==> config.mk <==
export PLATFORM = sky130hd
export DESIGN_NAME = bus_if_8008
export DESIGN_NICKNAME = d
export VERILOG_FILES = /design/src/rtl/bus_if_8008.sv
export SDC_FILE = /design/constraint.sdc
export NUM_CORES = 1
export LEC_CHECK = 0
export BUFFER_PORTS_ARGS = -buffer_cell sky130_fd_sc_hd__buf_4
export CORE_MARGIN = 2
export CORE_UTILIZATION = 35
export CTS_CLUSTER_SIZE = 24
export DETAILED_ROUTE_END_ITERATION = 7
export PLACE_DENSITY_LB_ADDON = 0.15
export SYNTH_ARGS = -nofsm -noshare
export SYNTH_HDL_FRONTEND = slang
export SYNTH_SLANG_ARGS = --single-unit
==> constraint.sdc <==
create_clock -name clk -period 2.46 [get_ports clk]
set_clock_uncertainty 0.05 [all_clocks]
set_input_delay 0.246 -clock clk [delete_from_list [all_inputs] [get_ports clk]]
set_output_delay 0.246 -clock clk [all_outputs]
set_load 0.01 [all_outputs]
==> src/rtl/bus_if_8008.sv <==
`default_nettype none
// ============================================================================
//  Module   : bus_if_8008
//  Purpose  : External bus interface for the 8008 core. Rebuilds the 14-bit
//             address and 2-bit cycle type from the T1/T2 bytes on the core's
//             multiplexed data output. Runs memory or I/O transactions on a
//             req/ack side bus, and returns read data to the core in T3.
//             It drives Ready low to insert WAIT states until read data is
//             available or the posted-write slot is free.
//  Revision : 1.0  initial release
// ----------------------------------------------------------------------------
//  Ports
//    clk, rst_n          clock, asynchronous active-low reset
//    state               core T-state (WAIT/T1/T1I/T2/T3/T4/T5/STOPPED)
//    core_dout           core multiplexed address/data byte
//    core_din            data returned to the core (valid in T3 of reads)
//    ready               core Ready input (combinational)
//    cycle_type          latched cycle type (00 PCI, 10 PCR, 01 PCC, 11 PCW)
//    mem_addr/req/we/wdata, mem_rdata/ack    memory side bus
//    io_port/req/we/wdata,  io_rdata/ack     I/O side bus
//    intr_ack            (only with BUS_IF_INTR_JAM_EN) RST-jam pulse in T3
//  Build option
//    BUS_IF_INTR_JAM_EN  When defined, a PCI cycle that begins with T1I is
//                        answered with an RST instruction and does not
//                        access memory.
// ============================================================================
module bus_if_8008 #(
    parameter int         WIDTH      = 8,
    parameter int         ADDR_WIDTH = 14,
    parameter logic [2:0] RST_VEC    = 3'b000
) (
    input  logic                  clk,
    input  logic                  rst_n,
    input  logic [2:0]            state,
    input  logic [WIDTH-1:0]      core_dout,
    output logic [WIDTH-1:0]      core_din,
    output logic                  ready,
    output logic [1:0]            cycle_type,
    output logic [ADDR_WIDTH-1:0] mem_addr,
    output logic                  mem_req,
    output logic                  mem_we,
    output logic [WIDTH-1:0]      mem_wdata,
    input  logic [WIDTH-1:0]      mem_rdata,
    input  logic                  mem_ack,
    output logic [4:0]            io_port,
    output logic                  io_req,
    output logic                  io_we,
    output logic [WIDTH-1:0]      io_wdata,
    input  logic [WIDTH-1:0]      io_rdata,
    input  logic                  io_ack
`ifdef BUS_IF_INTR_JAM_EN
    ,
    output logic                  intr_ack
`endif
);

    localparam int HI_W = ADDR_WIDTH - WIDTH;

    // Core T-state encoding
    localparam logic [2:0] c_ST_WAIT = 3'b000;
    localparam logic [2:0] c_ST_T3   = 3'b001;
    localparam logic [2:0] c_ST_T1   = 3'b010;
    localparam logic [2:0] c_ST_T2   = 3'b100;
    localparam logic [2:0] c_ST_T1I  = 3'b110;

    // Cycle type encoding (T2 byte bits [7:6])
    localparam logic [1:0] c_CT_PCI = 2'b00;
    localparam logic [1:0] c_CT_PCR = 2'b10;
    localparam logic [1:0] c_CT_PCC = 2'b01;
    localparam logic [1:0] c_CT_PCW = 2'b11;

    localparam logic [WIDTH-1:0] c_JAM_BYTE = WIDTH'({2'b00, RST_VEC, 3'b101});

`ifdef BUS_IF_INTR_JAM_EN
    localparam logic c_JAM_EN = 1'b1;
`else
    localparam logic c_JAM_EN = 1'b0;
`endif

    typedef enum logic [2:0] {
        BI_IDLE  = 3'd0,
        BI_ADDR  = 3'd1,
        BI_RD    = 3'd2,
        BI_HOLD  = 3'd3,
        BI_WPEND = 3'd4
    } bi_state_t;

    // A cycle reads the bus if it is PCI, PCR or an INP (PCC with bits [5:4]==00)
    function automatic logic f_is_read(input logic [7:0] b);
        return (b[7:6] == c_CT_PCI) || (b[7:6] == c_CT_PCR) ||
               ((b[7:6] == c_CT_PCC) && (b[5:4] == 2'b00));
    endfunction

    bi_state_t         bi_state_d,  bi_state_q;
    logic [WIDTH-1:0]  addr_lo_d,   addr_lo_q;
    logic [HI_W-1:0]   addr_hi_d,   addr_hi_q;
    logic [1:0]        cycle_type_d, cycle_type_q;
    logic [WIDTH-1:0]  core_din_d,  core_din_q;
    logic              mem_req_d,   mem_req_q;
    logic              mem_we_d,    mem_we_q;
    logic [WIDTH-1:0]  mem_wdata_d, mem_wdata_q;
    logic [4:0]        io_port_d,   io_port_q;
    logic              io_req_d,    io_req_q;
    logic              io_we_d,     io_we_q;
    logic [WIDTH-1:0]  io_wdata_d,  io_wdata_q;
    logic              wr_armed_d,  wr_armed_q;   // PCW decoded, waiting for T3 data
    logic              intr_d,      intr_q;       // current cycle began with T1I
    logic [WIDTH-1:0]  shadow_lo_d, shadow_lo_q;  // T1 byte seen during a posted write
    logic              shadow_intr_d, shadow_intr_q;
    logic              t1_seen_d,   t1_seen_q;
    logic [WIDTH-1:0]  shadow_hi_d, shadow_hi_q;  // T2 byte seen during a posted write
    logic              pend_d,      pend_q;       // shadow_hi holds a decoded T2
`ifdef BUS_IF_INTR_JAM_EN
    logic              intr_ack_d,  intr_ack_q;
`endif

    logic              w_is_t1;
    logic              w_ack_hit;
    logic              w_launch;
    logic [WIDTH-1:0]  w_launch_hi;
    logic              w_jam;

    assign w_is_t1     = (state == c_ST_T1) || (state == c_ST_T1I);
    assign w_ack_hit   = (mem_req_q && mem_ack) || (io_req_q && io_ack);
    // A T2 that arrived during a posted write is replayed from the shadow
    assign w_launch_hi = pend_q ? shadow_hi_q : core_dout;
    assign w_jam       = c_JAM_EN && intr_q && (w_launch_hi[7:6] == c_CT_PCI);
    assign w_launch    = (bi_state_q == BI_ADDR) && (pend_q || (state == c_ST_T2));

    // ------------------------------------------------------------------
    // Next-state logic
    // ------------------------------------------------------------------
    always_comb begin
        bi_state_d    = bi_state_q;
        addr_lo_d     = addr_lo_q;
        addr_hi_d     = addr_hi_q;
        cycle_type_d  = cycle_type_q;
        core_din_d    = core_din_q;
        mem_req_d     = mem_req_q;
        mem_we_d      = mem_we_q;
        mem_wdata_d   = mem_wdata_q;
        io_port_d     = io_port_q;
        io_req_d      = io_req_q;
        io_we_d       = io_we_q;
        io_wdata_d    = io_wdata_q;
        wr_armed_d    = wr_armed_q;
        intr_d        = intr_q;
        shadow_lo_d   = shadow_lo_q;
        shadow_intr_d = shadow_intr_q;
        t1_seen_d     = t1_seen_q;
        shadow_hi_d   = shadow_hi_q;
        pend_d        = pend_q;
`ifdef BUS_IF_INTR_JAM_EN
        intr_ack_d    = 1'b0;
`endif

        unique case (bi_state_q)
            BI_IDLE: begin
                if (w_is_t1) begin
                    addr_lo_d  = core_dout;
                    intr_d     = (state == c_ST_T1I);
                    wr_armed_d = 1'b0;
                    bi_state_d = BI_ADDR;
                end else if ((state == c_ST_T3) && wr_armed_q) begin
                    mem_wdata_d = core_dout;
                    mem_we_d    = 1'b1;
                    mem_req_d   = 1'b1;
                    wr_armed_d  = 1'b0;
                    bi_state_d  = BI_WPEND;
                end else if (state == c_ST_T3) begin
                    core_din_d = '0;
                end
            end

            BI_ADDR: begin
                // T2 decode is handled by the launch block below
                if (!w_launch && w_is_t1) begin
                    addr_lo_d = core_dout;
                    intr_d    = (state == c_ST_T1I);
                end
            end

            BI_RD: begin
                if (w_ack_hit) begin
                    core_din_d = mem_req_q ? mem_rdata : io_rdata;
                    mem_req_d  = 1'b0;
                    io_req_d   = 1'b0;
                    bi_state_d = BI_HOLD;
                end
            end

            BI_HOLD: begin
                // Data stays up through the WAIT/T3 that follow the ack
                if (w_is_t1) begin
                    core_din_d = '0;
                    addr_lo_d  = core_dout;
                    intr_d     = (state == c_ST_T1I);
                    bi_state_d = BI_ADDR;
                end else if ((state != c_ST_WAIT) && (state != c_ST_T3)) begin
                    core_din_d = '0;
                    bi_state_d = BI_IDLE;
                end
            end

            BI_WPEND: begin
                // The core runs ahead; park its next T1/T2 bytes so the
                // bus address and data stay stable until the ack.
                if (w_is_t1) begin
                    shadow_lo_d   = core_dout;
                    shadow_intr_d = (state == c_ST_T1I);
                    t1_seen_d     = 1'b1;
                end else if ((state == c_ST_T2) && t1_seen_q && !pend_q) begin
                    shadow_hi_d = core_dout;
                    pend_d      = 1'b1;
                end

                if (w_ack_hit) begin
                    mem_req_d  = 1'b0;
                    mem_we_d   = 1'b0;
                    io_req_d   = 1'b0;
                    io_we_d    = 1'b0;
                    bi_state_d = BI_IDLE;
                    if (w_is_t1) begin
                        addr_lo_d  = core_dout;
                        intr_d     = (state == c_ST_T1I);
                        t1_seen_d  = 1'b0;
                        bi_state_d = BI_ADDR;
                    end else if (t1_seen_q) begin
                        // Requests drop for one clk before any replayed cycle
                        addr_lo_d  = shadow_lo_q;
                        intr_d     = shadow_intr_q;
                        t1_seen_d  = 1'b0;
                        bi_state_d = BI_ADDR;
                    end
                end
            end

            default: begin
                bi_state_d = BI_IDLE;
            end
        endcase

        // T2 decode: latch the address/type and start the transaction
        if (w_launch) begin
            pend_d       = 1'b0;
            addr_hi_d    = w_launch_hi[HI_W-1:0];
            cycle_type_d = w_launch_hi[7:6];
            if (w_jam) begin
                core_din_d = c_JAM_BYTE;
                bi_state_d = BI_HOLD;
`ifdef BUS_IF_INTR_JAM_EN
                intr_ack_d = 1'b1;
`endif
            end else begin
                unique case (w_launch_hi[7:6])
                    c_CT_PCC: begin
                        io_port_d  = w_launch_hi[5:1];
                        io_we_d    = (w_launch_hi[5:4] != 2'b00);
                        io_wdata_d = addr_lo_q;
                        io_req_d   = 1'b1;
                        bi_state_d = (w_launch_hi[5:4] != 2'b00) ? BI_WPEND : BI_RD;
                    end
                    c_CT_PCW: begin
                        wr_armed_d = 1'b1;
                        bi_state_d = BI_IDLE;
                    end
                    default: begin
                        mem_we_d   = 1'b0;
                        mem_req_d  = 1'b1;
                        bi_state_d = BI_RD;
                    end
                endcase
            end
        end
    end

    // ------------------------------------------------------------------
    // Ready: stall the core while read data or the write slot is not ready
    // ------------------------------------------------------------------
    always_comb begin
        ready = 1'b1;
        unique case (bi_state_q)
            BI_ADDR: begin
                if (pend_q) begin
                    ready = 1'b0;
                end else if ((state == c_ST_T2) && f_is_read(core_dout[7:0]) && !w_jam) begin
                    ready = 1'b0;
                end
            end
            BI_RD: begin
                if (state == c_ST_WAIT) begin
                    ready = 1'b0;
                end
            end
            BI_WPEND: begin
                if ((state == c_ST_T2) || (state == c_ST_WAIT)) begin
                    ready = 1'b0;
                end
            end
            default: begin
                ready = 1'b1;
            end
        endcase
    end

    // ------------------------------------------------------------------
    // State registers
    // ------------------------------------------------------------------
    always_ff @(posedge clk or negedge rst_n) begin
        if (!rst_n) begin
            bi_state_q    <= BI_IDLE;
            addr_lo_q     <= '0;
            addr_hi_q     <= '0;
            cycle_type_q  <= '0;
            core_din_q    <= '0;
            mem_req_q     <= 1'b0;
            mem_we_q      <= 1'b0;
            mem_wdata_q   <= '0;
            io_port_q     <= '0;
            io_req_q      <= 1'b0;
            io_we_q       <= 1'b0;
            io_wdata_q    <= '0;
            wr_armed_q    <= 1'b0;
            intr_q        <= 1'b0;
            shadow_lo_q   <= '0;
            shadow_intr_q <= 1'b0;
            t1_seen_q     <= 1'b0;
            shadow_hi_q   <= '0;
            pend_q        <= 1'b0;
`ifdef BUS_IF_INTR_JAM_EN
            intr_ack_q    <= 1'b0;
`endif
        end else begin
            bi_state_q    <= bi_state_d;
            addr_lo_q     <= addr_lo_d;
            addr_hi_q     <= addr_hi_d;
            cycle_type_q  <= cycle_type_d;
            core_din_q    <= core_din_d;
            mem_req_q     <= mem_req_d;
            mem_we_q      <= mem_we_d;
            mem_wdata_q   <= mem_wdata_d;
            io_port_q     <= io_port_d;
            io_req_q      <= io_req_d;
            io_we_q       <= io_we_d;
            io_wdata_q    <= io_wdata_d;
            wr_armed_q    <= wr_armed_d;
            intr_q        <= intr_d;
            shadow_lo_q   <= shadow_lo_d;
            shadow_intr_q <= shadow_intr_d;
            t1_seen_q     <= t1_seen_d;
            shadow_hi_q   <= shadow_hi_d;
            pend_q        <= pend_d;
`ifdef BUS_IF_INTR_JAM_EN
            intr_ack_q    <= intr_ack_d;
`endif
        end
    end

    assign core_din   = core_din_q;
    assign cycle_type = cycle_type_q;
    assign mem_addr   = {addr_hi_q, addr_lo_q};
    assign mem_req    = mem_req_q;
    assign mem_we     = mem_we_q;
    assign mem_wdata  = mem_wdata_q;
    assign io_port    = io_port_q;
    assign io_req     = io_req_q;
    assign io_we      = io_we_q;
    assign io_wdata   = io_wdata_q;
`ifdef BUS_IF_INTR_JAM_EN
    assign intr_ack   = intr_ack_q;
`endif

endmodule
`default_nettype wire

==> Word level (Yosys, flattened, before mapping) <==
Cells that the tools add are included.
{ "totals": {"wordCells": 150, "in_bits": 31, "register_bits": 71} }
{ "op_classes": {"n_mux": 65, "reduce_logical": 39, "n_bitwise": 1, "eq_ne": 28} }
{ "op_table": {"columns": ["op", "count"], "rows": [
  ["8-bit 2-to-1 mux", 13],
  ["8-bit case mux with 3 select lines", 2],
  ["1-bit 2-to-1 mux", 37],
  ["3-bit 2-to-1 mux", 8],
  ["3-bit case mux with 5 select lines", 1],
  ["2-bit inequality test (second input constant)", 6],
  ["3-bit inequality test (second input constant)", 4],
  ["1-bit logical AND", 10],
  ["5-bit AND reduction", 2],
  ["3-bit by 2-bit == test with 1-bit output (second input constant)", 3],
  ["3-bit == test (second input constant)", 3],
  ["3-bit AND reduction", 3],
  ["3-bit nonzero test", 3],
  ["4-bit inequality test (second input constant)", 2],
  ["3-bit by 1-bit == test with 1-bit output (second input constant)", 2],
  ["3-bit logical NOT", 2],
  ["1-bit logical OR", 6],
  ["2-bit by 1-bit inequality test with 1-bit output (second input constant)", 3],
  ["3-bit case mux with 2 select lines", 1],
  ["6-bit AND reduction", 1],
  ["2-bit nonzero test", 3],
  ["2-bit OR reduction", 3],
  ["2-bit by 1-bit == test with 1-bit output (second input constant)", 2],
  ["2-bit == test (second input constant)", 2],
  ["other kinds (7)", 11]
]} }

==> Depth between registers and ports, before layout <==
Gate-level depths: netlist of the first run.
{ "logic_depth": {"depth_word": 7, "ltp_mapped": 6} }

==> Worst setup path after synthesis of the first run <==
OpenSTA, ideal clock, no wires.
{ "synth_timing": {"path_type": "reg-to-reg", "from": "reg bi_state_q[0]", "to": "reg addr_lo_q[0]", "path_stages_with_launch": 6, "arrival_time_ns": 1.645, "setup_slack_ns": 0.640, "setup_ns": 0.125, "path_cell_list": "dfrtp_1 buf_6 mux2_4 o32a_1 nor3_4 mux2_2"} }
{ "synth_between": {"elab_chain_cells": 6} }
{ "synth_rtl": {"columns": ["item", "line_no", "rtl"], "rows": [
  ["start: declaration", "94", "bi_state_t bi_state_d, bi_state_q;"],
  ["start signal: assignment", "334", "bi_state_q <= bi_state_d;"],
  ["3-bit by 1-bit == test with 1-bit output", null, null],
  ["1-bit logical AND", "128", "assign w_launch = (bi_state_q == BI_ADDR) && (pend_q || (state == c_ST_T2));"],
  ["1-bit logical NOT", "177", "if (!w_launch && w_is_t1) begin"],
  ["1-bit logical AND", "177", null],
  ["2-bit by 1-bit inequality test with 1-bit output (no line)", null, null],
  ["5-bit AND reduction (no line)", null, null],
  ["end signal: assignment", "335", "addr_lo_q <= addr_lo_d;"],
  ["end: declaration", "95", "logic [WIDTH-1:0] addr_lo_d, addr_lo_q;"]
]} }
Parallel ways exist; a longest one is shown, timed or not.
A chain may end at the register's enable or synchronous reset.

==> Worst setup path after layout of the first run <==
{ "layout_timing": {"from": "reg bi_state_q[1]", "to": "out ready"} }
{ "layout_between": {"elab_chain_cells": 2} }
{ "layout_rtl": {"columns": ["item", "line_no", "rtl"], "rows": [
  ["3-bit == test (tied with other cells)", "282", "unique case (bi_state_q)"],
  ["1-bit case mux with 3 select lines *", "282", null],
  ["end: declaration", "37", "output logic ready,"]
]} }
Mark *: on every way between the ends. The rest lies on a longest branch, timed or not.

==> reports/qor.yml, run 1 <==
drt:
  post_drt_wl_per_cell_um: 16.1
  postRouteWirelength_um: 7410
  avgViaCountPerCell: 5.12
  vias: 2348
  drc_errors: 0
  final_antenna_net_count: 0
  drt_iter0_drc: 199
  dr.pass1.iters: 6
critical_path:
  crit_chain: "nor3b_1 > o21ai_2 > nor3_1 > a21oi_1 > buf_4"
  timing.rr.start: "bi_state_q[1]"
  path_buf_inv: 1
  path_delay_family: "simple AND/OR/NAND/NOR gates"
  r2r_cells: 4
  critPathKind: "reg2out"
  ff2ff_setup_slack_ns: 0.21
  startpoint: "bi_state_q[1]"
  cp_slowest_cell: "dfrtp_1"
  critPathLaunchType: "flop"
  cp-end-kind: "output pin"
  path_max_fanout: 18
  cp_data_arrival_time_ns: 1.97
  crit-reg2reg-capture: "io_we"
  worst_ep_required_time_ns: 2.16
  cp_slowest_stage_delay_ns: 0.58
timing:
  hold_ws_ns: -0.0267
  setup_tns_ns: 0
  hold_viol_final: 30
  min_period_ns: 2.27
  min_period_over_period: 0.923
  worstMarginPinSlew_ns: 0.900
  rsz0062_at_grt: "no"
  finalMaxSlewViolations: 0
  setup_violations: 0
  max_slew_margin: 0.400
  fmax_mhz: 440
floorplanning:
  start_util: 0.357
  rows: 35
  fp.coreArea_um2: 9150
  dieArea_um2: 10100
  die_h_um: 101
  dieWidth_um: 101
  num_io_pins: 81
placement:
  gp_congestion: 0.843
  portBuffers: 80
  dp_hpwl_um: 5150
  place_inst: 443
  placed_area_um2: 3970
global_route:
  grt_pass1_vias: 2248
  antenna_found_initial: 0
  grt_usage: 0.151
  grt_pass1_wl_um: 11700
  grt_max_degree: 72
  overflow: 0
synthesis:
  synth_nets: 291
  synth_ff_type: "dfrtp_1"
  synthArstFlopShare: 1.00
  synth_cell_types: 48
  ys_seq_elements: 71
  syn_inst: 260
  netlist_area_um2: 3260
  syn_area_per_cell_um2: 12.6
  ys_warn_count: 0
  seq_area_frac_synth: 0.544
  synth-edff-count: 0
clock_network:
  clock_path_buffers: 2
  path_clk_slew_ns: 0.07
  insertion_delay_ns: 0.34
  numClockSinks: 71
  root_buffer: "clkbuf_8"
  cts_setup_buffers: 0
  postCtsHoldBufs: 0
  cts_buffers: 9
  cts_htree_levels: 3
  tritoncts: "built"
  cts_resized: 0
power:
  ir_drop_mv: 0.444
  powerDensity_nw_per_um2: 1100
  power.leakage_uw: 0.00196
status:
  status: "complete, but fails checks"
  violations: "negative hold slack"
final_layout:
  layout.nets: 374
  areaGrowthSynthToFinish_pct: 26.4
  diodes: 0
  instances_no_fill: 459
  drive_above_1_share: 0.434
  final_area_um2: 4130
job:
  max_cap_violations: 0
worst_hold_path:
  hp-class: "in2async"
==> how the worst max path moves through the flow <==
stage                   end  slack [ns]  cells after the start
5_1_grt               io_we        0.09                      4
6_report              ready        0.19                      5
2_1_floorplan  addr_lo_q[0]        0.64                      5
3_5_place_dp          io_we        0.22                      4
4_1_cts               ready        0.20                      5
3_3_place_gp          io_we        0.24                      4
==> cell families (layout without fill, tap and decap cells) <==
family | after synthesis | count (layout) | synth area share
buffers and inverters | 14 | 102 | 0.0226
AO/OA/AOI/OAI | 60 | 60 | 0.127
flip-flops | 71 | 71 | 0.544
multiplexers | 64 | 64 | 0.216
AND/OR/NAND/NOR | 51 | 51 | 0.0901
==> per-layer routing <==
metal  vias to the layer above  GRT usage  wire (um)
met2                        60      0.237       3590
met3                        11     0.0402        347
met4                         0     0.0601        116
met5                         -          0          0
li1                       1127          -          -
met1                      1150      0.200       3350
==> Yosys cell counts (all sizes together), types with 2 or more instances <==
library cell	count	share of area
o21bai	2	0.0046
nand2b	5	0.0096
nor3	6	0.013
a22oi	2	0.0046
o2bb2ai	8	0.021
nor2	8	0.012
mux2i	15	0.046
clkbuf	5	0.0058
nor3b	5	0.016
a21oi	12	0.018
o31ai	6	0.014
buf	7	0.015
mux2	49	0.17
o21a	2	0.0046
nand2	19	0.023
inv	2	0.0023
o21ai	15	0.024
dfrtp	71	0.54
==> placed cells by master, fill, tap and decap left out, types with 5 or more instances in the layout <==
master	n
a21oi_1	12
buf_4	84
clkbuf_8	9
dfrtp_1	71
mux2_2	47
mux2i_1	15
nand2_1	18
nand2b_1	5
nor2_1	7
nor3_1	5
o21ai_0	14
o2bb2ai_1	8
o31ai_1	6
==> state kept, by name (all words and copies together) (netlist names), 2 cells and up <==
name	cells
mem_wdata	8
cycle_type	2
io_wdata	8
core_din	8
shadow_hi_q	8
addr_hi_q	6
bi_state_q	3
io_port	5
addr_lo_q	8
shadow_lo_q	8
==> through the flow <==
step	setup WS [ns]	utilization	total power [uW]	hold WS (ns)
2_1_floorplan	0.640	-	2950	-0.0996
3_3_place_gp	0.240	0.433	3770	0.389
3_5_place_dp	0.224	0.433	3810	0.389
4_1_cts	0.202	0.451	4610	0.00685
5_1_grt	0.0898	0.451	4880	0.0396
6_report	0.189	0.451	4540	-0.0267
==> report_power, final <==
group	total (uW)	internal (uW)	switching, uW
clock	785	366	419
sequential	1940	1600	342
combinational	1820	996	823
==> final cells by class <==
| cell class | instances | area, um2 |
|---|---|---|
| inverters | 2 | 7.51 |
| flip-flops and latches | 71 | 1780 |
| well taps | 111 | 139 |
| multi-input cells | 175 | 1410 |
| clock inverters | 3 | 20.0 |
| clock buffers | 13 | 139 |
| repair buffers | 84 | 631 |
| fillers | 871 | 5030 |
Power figures use the tool's default switching activity.
==> run 2: changes to the inputs <==
--- a/config.mk
+++ b/config.mk
@@ -7,7 +7,7 @@
 export LEC_CHECK = 0
 export BUFFER_PORTS_ARGS = -buffer_cell sky130_fd_sc_hd__buf_4
 export CORE_MARGIN = 2
-export CORE_UTILIZATION = 35
+export CORE_UTILIZATION = 53
 export CTS_CLUSTER_SIZE = 24
 export DETAILED_ROUTE_END_ITERATION = 7
 export PLACE_DENSITY_LB_ADDON = 0.15
==> reports/qor.yml, run 2 (same netlist as run 1, synthesis figures left out) <==
status:
  status: "complete, but fails checks"
  violations: "negative hold slack"
floorplanning:
  dieWidth_um: 82.5
  dieArea_um2: 6800
  num_io_pins: 81
  die_h_um: 82.5
  start_util: 0.551
  rows: 28
  fp.coreArea_um2: 5920
critical_path:
  cp_data_arrival_time_ns: 1.96
  crit_chain: "nor3b_1 > o21ai_2 > nor3_1 > a21oi_1 > buf_4"
  critPathKind: "reg2out"
  cp_slowest_stage_delay_ns: 0.58
  critPathLaunchType: "flop"
  worst_ep_required_time_ns: 2.16
  cp-end-kind: "output pin"
  cp_slowest_cell: "dfrtp_1"
  path_max_fanout: 18
timing:
  finalMaxSlewViolations: 0
  min_period_ns: 2.26
  setup_tns_ns: 0
  setup_violations: 0
  max_slew_margin: 0.415
  worstMarginPinSlew_ns: 0.878
  hold_ws_ns: -0.0380
  hold_viol_final: 55
  fmax_mhz: 443
  min_period_over_period: 0.918
  rsz0062_at_grt: "no"
drt:
  drt_iter0_drc: 163
  post_drt_wl_per_cell_um: 16.4
  final_antenna_net_count: 0
  postRouteWirelength_um: 6930
  vias: 2385
  drc_errors: 0
  avgViaCountPerCell: 5.64
  dr.pass1.iters: 4
final_layout:
  layout_commonest_cell: "buf_4"
  final_cell_mix: "buf_4, dfrtp_1, mux2_2"
  diodes: 0
  drive_above_1_share: 0.443
  layout.nets: 374
  areaGrowthSynthToFinish_pct: 25.8
  final_core_util: 0.693
  fillers: 444
clock_network:
  tritoncts: "built"
  cts_resized: 0
  root_buffer: "clkbuf_8"
  path_clk_slew_ns: 0.08
  cts_htree_levels: 3
  cts_setup_buffers: 0
  numClockSinks: 71
  postCtsHoldBufs: 0
  cts_buffers: 9
  insertion_delay_ns: 0.35
  clock_path_buffers: 2
job:
  max_cap_violations: 0
global_route:
  grt_pass1_wl_um: 11200
  grt_pass1_vias: 2255
  overflow: 0
  antenna_found_initial: 0
  grt_max_degree: 72
  grt_usage: 0.224
worst_hold_path:
  hp-class: "in2async"
power:
  ir_drop_mv: 0.661
  totalPowerFinal_uw: 4610
  powerDensity_nw_per_um2: 1120
  power.leakage_uw: 0.00198
placement:
  gp_congestion: 0.812
  dp_hpwl_um: 4790
  portBuffers: 80
==> run 2: final timing paths <==
kind / start / end / slack [ns] / cells past startpoint
worst max-delay path: bi_state_q[1] / ready / 0.20 / 5
worst max register to register: bi_state_q[1] / addr_lo_q[7] / 0.33 / 4
worst min-delay path: rst_n / addr_hi_q[2] / -0.04 / 1
worst min register to register: addr_hi_q[2] / addr_hi_q[2] / 0.43 / 2
min in group clk: core_dout[3] / mem_wdata[3] / 0.11 / 2
max in group asynchronous: rst_n / io_wdata[6] / 1.82 / 1
==> run 2: cell type report <==
cell class	instances	area (um2)	area share
sequential	71	1780	0.433
clock buffer	12	155	0.0378
clock inverter	4	28.8	0.00701
timing repair buffer	84	631	0.154
tap	75	93.8	0.0229
inverter	2	7.51	0.00183
multi-input combinational	175	1410	0.344
==> run 2: worst max-delay path, delay by kind of cell, from the launching register on <==
family                 cells  cell delay (ns)
AO/OA/AOI/OAI              2             0.26
buffers and inverters      1             0.15
flip-flops                 1             0.58
AND/OR/NAND/NOR            2             0.63
==> run 2: where the power goes <==
group	internal, uW	switching (uW)	total [uW]	leakage, uW
clock	423	437	861	0.0000890
sequential	1600	334	1930	0.000935
combinational	996	816	1810	0.000956
==> run 2: stage by stage <==
step                      worst slack (ns)  cell area, um2  cells
after floorplan                      0.640            3260    260
after global placement               0.390            3920    407
after detailed placement             0.331            3920    407
after CTS                            0.201            4110    423
after global routing                 0.101            4110    423
final                                0.202            4110    423
==> run 2: routing by layer <==
metal / vias up / global-route usage / wire [um]
met5: - / 0 / 0
met4: 0 / 0.0967 / 119
met3: 12 / 0.0489 / 410
met2: 80 / 0.336 / 3310
met1: 1171 / 0.313 / 3090
li1: 1122 / - / -
